$ cat config.mk
export PLATFORM = sky130hd
export DESIGN_NAME = xor_share_arb
export DESIGN_NICKNAME = d
export VERILOG_FILES = /design/src/rtl/xor_share_arb.sv
export SDC_FILE = /design/constraint.sdc
export NUM_CORES = 1
export LEC_CHECK = 0
export BUFFER_PORTS_ARGS = -buffer_cell sky130_fd_sc_hd__buf_2
export CORE_MARGIN = 2
export CORE_UTILIZATION = 48
export DETAILED_ROUTE_END_ITERATION = 10
export GPL_TIMING_DRIVEN = 1
export PLACE_DENSITY = 0.84
export SYNTH_ARGS = -nofsm -noshare
export SYNTH_HDL_FRONTEND = slang
export SYNTH_SLANG_ARGS = --single-unit
$ cat constraint.sdc
create_clock -name clk -period 2.9 [get_ports clk]
set_input_delay 0.58 -clock clk [delete_from_list [all_inputs] [get_ports clk]]
set_output_delay 0.58 -clock clk [all_outputs]
set_load 0.1 [all_outputs]
$ cat src/rtl/xor_share_arb.sv
// Round-robin arbiter/sequencer sharing one external W-bit XOR unit among NREQ requesters.
// Optional build macro XOR_SHARE_ARB_CHECK_EN adds a result comparator with sticky chk_err output.
module xor_share_arb #(
    parameter int NREQ = 4,
    parameter int W    = 3
) (
    input  logic                     clk,
    input  logic                     rst,
    input  logic [NREQ-1:0]          req_valid,
    output logic [NREQ-1:0]          req_ready,
    input  logic [NREQ*W-1:0]        req_a,
    input  logic [NREQ*W-1:0]        req_b,
    output logic [W-1:0]             dp_a,
    output logic [W-1:0]             dp_b,
    input  logic [W-1:0]             dp_y,
    output logic                     rsp_valid,
    input  logic                     rsp_ready,
    output logic [$clog2(NREQ)-1:0]  rsp_id,
    output logic [W-1:0]             rsp_y,
    output logic                     busy
`ifdef XOR_SHARE_ARB_CHECK_EN
    ,
    output logic                     chk_err
`endif
);

    localparam int IDW = $clog2(NREQ);

    typedef enum logic [1:0] {S_IDLE = 2'd0, S_EVAL = 2'd1, S_RESP = 2'd2} state_t;

    state_t         state_q, state_d;
    logic [IDW-1:0] ptr_q, id_q;
    logic [IDW-1:0] win_idx, cand_idx;
    logic           win_found;
    logic           accept;
    logic [W-1:0]   dp_a_q, dp_b_q, rsp_y_q;
    logic           rsp_valid_q;
    int             cand;

    // Rotating-priority search: first valid requester at or after ptr_q.
    always_comb begin
        win_found = 1'b0;
        win_idx   = '0;
        cand      = 0;
        cand_idx  = '0;
        for (int k = 0; k < NREQ; k++) begin
            cand = int'(ptr_q) + k;
            if (cand >= NREQ) cand = cand - NREQ;
            cand_idx = cand[IDW-1:0];
            if (!win_found && req_valid[cand_idx]) begin
                win_found = 1'b1;
                win_idx   = cand_idx;
            end
        end
    end

    assign accept = |(req_valid & req_ready);

    always_ff @(posedge clk or posedge rst) begin
        if (rst) state_q <= S_IDLE;
        else     state_q <= state_d;
    end

    always_comb begin
        state_d = state_q;
        case (state_q)
            S_IDLE:  if (accept)    state_d = S_EVAL;
            S_EVAL:                 state_d = S_RESP;
            S_RESP:  if (rsp_ready) state_d = S_IDLE;
            default:                state_d = S_IDLE;
        endcase
    end

    // rst gates the grant combinationally so nothing is accepted while reset is held.
    always_comb begin
        req_ready = '0;
        if (state_q == S_IDLE && win_found && !rst) req_ready[win_idx] = 1'b1;
        busy = (state_q != S_IDLE);
    end

    always_ff @(posedge clk or posedge rst) begin
        if (rst) begin
            ptr_q       <= '0;
            id_q        <= '0;
            dp_a_q      <= '0;
            dp_b_q      <= '0;
            rsp_y_q     <= '0;
            rsp_valid_q <= 1'b0;
        end else begin
            if (accept) begin
                dp_a_q <= req_a[win_idx*W +: W];
                dp_b_q <= req_b[win_idx*W +: W];
                id_q   <= win_idx;
            end
            if (state_q == S_EVAL) begin
                rsp_y_q     <= dp_y;
                rsp_valid_q <= 1'b1;
            end
            if (state_q == S_RESP && rsp_ready) begin
                rsp_valid_q <= 1'b0;
                ptr_q       <= (id_q == IDW'(NREQ - 1)) ? '0 : id_q + 1'b1;
            end
        end
    end

    assign dp_a      = dp_a_q;
    assign dp_b      = dp_b_q;
    assign rsp_y     = rsp_y_q;
    assign rsp_valid = rsp_valid_q;
    assign rsp_id    = id_q;

`ifdef XOR_SHARE_ARB_CHECK_EN
    logic chk_err_q;

    // Sticky: any EVAL-cycle disagreement with a local XOR latches until reset.
    always_ff @(posedge clk or posedge rst) begin
        if (rst)                                               chk_err_q <= 1'b0;
        else if (state_q == S_EVAL && dp_y != (dp_a_q ^ dp_b_q)) chk_err_q <= 1'b1;
    end

    assign chk_err = chk_err_q;
`endif

endmodule

Word-level counts from Yosys, hierarchy flattened
Index checks and enable logic that the tools add are counted.
- register bits: 16
- output and inout port bits: 17
- logic and storage cells: 79
- add/sub/neg operators: 8
- multiply operators: 1
- $lt $le $gt $ge: 10
- eq/ne operators: 5
- shifts and indexed selects: 2
- multiplexer cells: 29
- bitwise logic cells: 1
- reduce and logical (&&, ||, !) cells: 16
- operator list (operator ; number):
    $shiftx 12x5->3 ; 2
    $mux 2 ; 11
    $lt 2x3->1 const B ; 5
    $mux 1 ; 11
    $ge 3x3->1 const B ; 3
    $bmux 1 s2 ; 4
    $sub 2x1->2 const B ; 4
    $logic_and 1x1->1 ; 7
    $add 2x2->3 const B ; 2
    $pmux 2 s3 ; 1
    $and 4x4->4 ; 1
    $eq 2x2->1 const B ; 2
    $logic_not 1->1 ; 4
    $mul 2x2->4 const B ; 1
    $mux 4 ; 1
    $ne 2x2->1 const B ; 2
    $reduce_bool 2->1 ; 2
    $reduce_or 4->1 ; 1
    $add 2x1->3 const B ; 1
    $ge 2x3->1 const B ; 1
    $add 2x1->2 const B ; 1
    $demux 1 s2 ; 1
    $eq 2x1->1 const B ; 1
    $ge 2x1->1 const B ; 1
    2 further kinds ; 2

Longest topological paths before layout
Gate-level depths: netlist of run 1.
- depth in word-level cells: 23
- gate-level depth with buffers: 6
- mapped depth without buffers: 5

Least setup slack after synthesis of run 1
OpenSTA, ideal clock, no wires.
- path kind: reg-to-output
- from: register state_q[1]
- to: output port req_ready[0]
- data arrival time: 3.784 ns
- required time: 2.320 ns
- setup slack: -1.464 ns
- stages on the path, launching flop included: 5
- cell sequence: dfrtp_1 -> or2_1 -> a211o_4 -> clkbuf_1 -> nor3_1
- word-level cells in the longest chain between the ends: 4
- ends and longest elaborated chain (what ; RTL line ; text):
    start: declaration ; 31 ; state_t state_q, state_d;
    start signal: assignment ; 61 ; else state_q <= state_d;
    $logic_not 2->1 ; 77 ; if (state_q == S_IDLE && win_found && !rst) req_ready[win_idx] = 1'b1;
    $logic_and 1x1->1 (2 in a row) ; 77 ;
    $mux 4 ; 77 ;
    end: declaration ; 10 ; output logic [NREQ-1:0] req_ready,
Every way passes these cells.

Worst setup path in the final report of run 1
- from: register ptr_q[1]
- to: output port req_ready[0]
- word-level cells in the longest chain between the ends: 19
- elaborated cells on any way between the ends: 45
- classes of those cells: 7 x add/sub; 6 x order compare; 23 x mux; 9 x reduce/logical
- ends and longest elaborated chain (what ; RTL line ; text):
    start: declaration ; 32 ; logic [IDW-1:0] ptr_q, id_q;
    start signal: assignment ; 101 ; ptr_q <= (id_q == IDW'(NREQ - 1)) ? '0 : id_q + 1'b1;
    parallel branches: the longest is 18 deep, another holds $add 2x1->3 ; n/a ;
    $mux 4 * ; 77 ;
Mark *: on every way between the ends. The select of a mux whose other input is x is not followed.

==> run summary, run 1 <==
Initial core utilization: 50.4%
DRT Pass-1 Iters: 4
Vias in the first global route: 963
Crit path DAT: 2.00 ns
Share of layout cells above drive strength 1: 48.6%
Synth top area cells: dfrtp_1 (41%), mux2_1 (6.8%), a221o_1 (6.1%), a21boi_1 (4.6%), mux2_2 (4.6%)
Mapped Nets: 130
Post-route DRC: 0
CTS sink count: 16
GR Overflow Total: 0
Ports: 51
Prevailing post-synth register cell: dfrtp_1
EDFF count, synth: 0
Clock transition at path regs: 0.09 ns
Final ANT Viol Nets: 0
Clock buffer depth: 2
Via/cell ratio: 5.68
Global-route wire length before repair: 4.34 mm
DIE HEIGHT: 49.4 um
Post-synth ARST share: 100%
Most frequent cells in the layout: buf_2 (46), dfrtp_1 (16), o21ai_0 (8)
Final Setup Violations: 0
Final clock skew: 0.00155 ns
GR peak layer: met2
Number of cell rows: 16
Max_slew headroom: 50.4%
CORE AREA: 1960 sq um
CP startpoint kind: flip-flop
Final hold slack: 0.358 ns
CP Max Fanout: 7
Min Tclk post-route: 2.58 ns
RSZ-0062 raised after global routing: false
Gate Count Post-Synth: 95
Syn_area_per_cell: 10.4 sq um
Critical Path Sink Type: primary output
Synth unique cells: 32
Leading area contributor after synthesis: dfrtp_1
Horiz. Die Dim: 49.4 um
Final Hold Viols: 0
Required time of the critical path: 2.32 ns
Clock Root Buffer: clkbuf_4
Status: completed
Final net count: 182
Cts hold-fix bufs: 0
Global-route usage over all layers: 23.1%
Drt first-iter violations: 42
Dpl hpwl: 2.09 mm
Met2 global-route usage: 39.0%
Max frequency: 387 MHz
Via count: 982
Kind of critical path: flip-flop to primary output
Max cap viols: 0
# fillers: 172
Initial antenna violation count: 0
Worst-margin pin slew: 0.738 ns
Cts bufs inserted: 3
Synth Warn #: 0
Setup TNS: 0 ns
IO buf count: 50
Area delta synth->final: 42.0%
Detailed-route wire length per cell: 15.3 um
Ant diodes: 0
Total length of routed wires: 2.64 mm
Placer congestion estimate: 0.802
Post-CTS Setup Inserts: 0
CTS H-tree lvls: 1
Worst-skew pair later-pin latency: 0.29 ns
Met1 usage: 30.2%
Max-slew violations: 0
Period utilization: 89.0%
#FFs+latches synth: 16
Total Die Area: 2440 sq um
Post-cts repair resize count: 0
Worst Hold Class: input port to asynchronous set/reset pin
CTS tree: built
GRT met3 Usage: 2.76%
Syn Std Cell Area: 988 sq um
Pin count of the biggest net entering global routing: 17
Leading cell type in the layout, fill and taps excluded: buf_2
Sequential share of the synthesized area: 40.5%
Share of the synthesized area in the top cell type: 40.5%
==> cell families after synthesis <==
group | count (synthesis) | share of synthesized area [%]
AO/OA/AOI/OAI | 26 | 20.0
AND/OR/NAND/NOR | 36 | 24.4
adder cells (fa/ha/maj) | 1 | 1.27
buffers and inverters | 6 | 2.40
multiplexers | 10 | 11.4
flip-flops | 16 | 40.5
==> flip-flops by register name, summed over array words and instances, names as in the netlist <==
register,count
dp_a,3
dp_b,3
ptr_q,2
rsp_id,2
rsp_valid,1
rsp_y,3
state_q,2
==> worst max-delay path, stage by stage, from the launching register on <==
cell and delay [ns]:
dfrtp_1 0.48, a21oi_1 0.10, nor3b_1 0.45, nor3_1 0.25, nor3_4 0.22, buf_12 0.21
==> layer usage <==
metal / part of all wire [%] / vias up
met5: 0 / -
met1: 41 / 470
met2: 51 / 42
met4: 1.9 / 0
li1: - / 464
met3: 5.8 / 6
==> area by class of cell <==
class / instances / area, sq um / share of cell area (%)
Sequential cell: 16 / 400 / 28.5
Timing Repair Buffer: 50 / 310 / 22.1
Clock buffer: 4 / 36.3 / 2.58
Tap cell: 27 / 33.8 / 2.41
Inverter: 3 / 11.3 / 0.802
Multi-Input combinational cell: 73 / 612 / 43.6
==> synthesized netlist by cell type (all sizes together) (2+ instances only) <==
library cell / n
a21boi: 6
a21oi: 2
a221o: 6
clkbuf: 2
dfrtp: 16
inv: 3
mux2: 10
nand2: 3
nand2b: 2
nand3: 6
nor2: 6
nor2b: 3
nor3: 5
nor3b: 2
nor4: 2
o21ai: 8
or2: 2
==> stage by stage <==
step	setup slack, ns	instance area, sq um	instances	util [%]
after floorplan	0.0221	1040	95	-
after global placement	0.377	1370	169	69.7
after detailed placement	0.332	1370	169	69.7
after CTS	0.320	1400	173	71.6
after global routing	0.153	1400	173	71.6
final	0.319	1400	173	71.6
==> path summary, 6_finish.rpt <==
check	slack, ns	startpoint	cells after the start	endpoint
hold / removal	0.36	rst	2	ptr_q[1]
max in group asynchronous	2.16	rst	2	rsp_y[0]
setup / recovery	0.32	ptr_q[1]	5	req_ready[0]
hold reg to reg	0.52	rsp_y[0]	1	rsp_y[0]
setup reg to reg	0.78	ptr_q[1]	5	dp_b[2]
min in group clk	0.52	rsp_y[0]	1	rsp_y[0]
Power of run 1 is not shown: default switching activity piles up to over one toggle a cycle in this logic, so the estimate is an artifact.
==> inputs of run 2 (changes only) <==
- GPL_TIMING_DRIVEN: 1 -> 0
==> run 2 against run 1 <==
Compared with the run above: routed wire length is 8.7% lower; clock skew down 0.00053 ns; final area decreased by 3.9%; global-route usage shrank 1.8 points; critical path type is now input port to primary output; count of clock-buffer cells in the layout is 1 lower.
==> run summary, run 2 (synthesis results as in run 1) <==
Min Tclk post-route: 2.71 ns
Post-DP Area: 1320 sq um
GR Overflow Total: 0
Clock Root Buffer: clkbuf_4
GR peak layer: met2
Met1 usage: 29.5%
CTS H-tree lvls: 1
Worst-skew pair later-pin latency: 0.28 ns
Ant diodes: 0
DRT Pass-1 Iters: 4
CP Max Fanout: 7
Final hold slack: 0.367 ns
Vias in the first global route: 874
Total Die Area: 2440 sq um
Detailed-route wire length per cell: 13.9 um
Worst path slowest cell: buf_4
Post-CTS Setup Inserts: 0
Cells on worst reg2reg path: 5
Clock transition at path regs: 0.09 ns
Pin count of the biggest net entering global routing: 17
Worst reg2reg setup slack: 0.76 ns
Final ANT Viol Nets: 0
CP startpoint kind: input port
Most frequent cells in the layout: buf_2 (47), dfrtp_1 (16), o21ai_0 (8)
WP depth: 7
Global-route wire length before repair: 3.97 mm
Setup TNS: 0 ns
RSZ-0062 raised after global routing: false
Worst-margin pin slew: 0.741 ns
Met2 global-route usage: 33.6%
Placer congestion estimate: 0.727
Drt first-iter violations: 18
Max cap viols: 0
Final net count: 184
Final Setup Violations: 0
Max-slew violations: 0
Global-route usage over all layers: 21.3%
Dpl hpwl: 1.86 mm
Clock buffer depth: 2
CP top delay family: simple AND/OR/NAND/NOR gates
Post-route DRC: 0
Max_slew headroom: 50.2%
Required time of the critical path: 2.32 ns
Launch point of the worst reg-to-reg path: ptr_q[1]
Final Hold Viols: 0
Final Cell Area: 1350 sq um
Via count: 942
Crit Reg-Reg Endpoint: dp_b[2]
IO buf count: 50
Critical path buffer and inverter count: 3
Critical Path Sink Type: primary output
Ports: 51
CTS sink count: 16
Worst Setup EP: req_ready[0]
Kind of critical path: input port to primary output
Number of cell rows: 16
CP Cell Sequence: buf_2 -> nor2b_1 -> or4_1 -> clkbuf_1 -> nand2_1 -> nor3_4 -> buf_4
Period utilization: 93.5%
GRT met3 Usage: 3.99%
DIE HEIGHT: 49.4 um
Initial antenna violation count: 0
Max frequency: 369 MHz
CORE AREA: 1960 sq um
Crit path DAT: 2.13 ns
Via/cell ratio: 5.41
Status: completed
Share of layout cells above drive strength 1: 48.3%
Leading cell type in the layout, fill and taps excluded: buf_2
Worst Hold Class: input port to asynchronous set/reset pin
CP peak stage delay: 0.31 ns
Horiz. Die Dim: 49.4 um
Cts bufs inserted: 3
Area delta synth->final: 36.5%
Initial core utilization: 50.4%
Worst Setup SP: req_valid[0]
Final clock skew: 0.00102 ns
CTS tree: built
Total length of routed wires: 2.41 mm
-- run 2: cell count changes in the layout (fill, tap and decap cells not counted) --
cell      change
buf_12        -4
buf_4         +4
buf_2         +1
clkbuf_1      +1
clkbuf_8      -1
-- run 2: routing by layer --
layer / share of wire, % / up-vias
met5: 0 / -
met4: 1.5 / 0
met3: 7.1 / 4
met2: 46 / 41
met1: 45 / 433
li1: - / 464
-- run 2: what timing repair did --
item | in CTS | in global routing
hold buffers | 0 | 0
hold endpoints to repair | 0 | 0
gates resized for setup | 4 | 0
endpoints found under the setup margin | 4 | 1
-- run 2: worst min path at each step --
stage,from,end,cells past startpoint
3_3_place_gp,rsp_y[1],rsp_y[1],1
5_1_grt,rst,ptr_q[0],2
4_1_cts,rst,rsp_id[1],2
6_report,rst,rsp_id[1],2
3_5_place_dp,dp_b[2],dp_b[2],1
2_1_floorplan,state_q[1],rsp_valid,1
-- run 2: layout make-up --
class                   instances  area [sq um]
fillers                       152           613
multi-input cells              73           612
plain buffers                   2          8.76
well taps                      27          33.8
clock buffers                   3          22.5
flip-flops and latches         16           400
inverters                       3          11.3
repair buffers                 50           260
-- run 2: per-stage QoR --
stage | util (%) | std cells | setup slack (ns)
global placement | 67.3 | 172 | 0.0815
CTS | 68.9 | 175 | 0.0905
global route | 68.8 | 174 | 0.0510
finish | 68.8 | 174 | 0.189
detailed placement | 67.3 | 172 | 0.0735
floorplan | - | 95 | 0.0221
Power of run 2 is left out for the same reason.
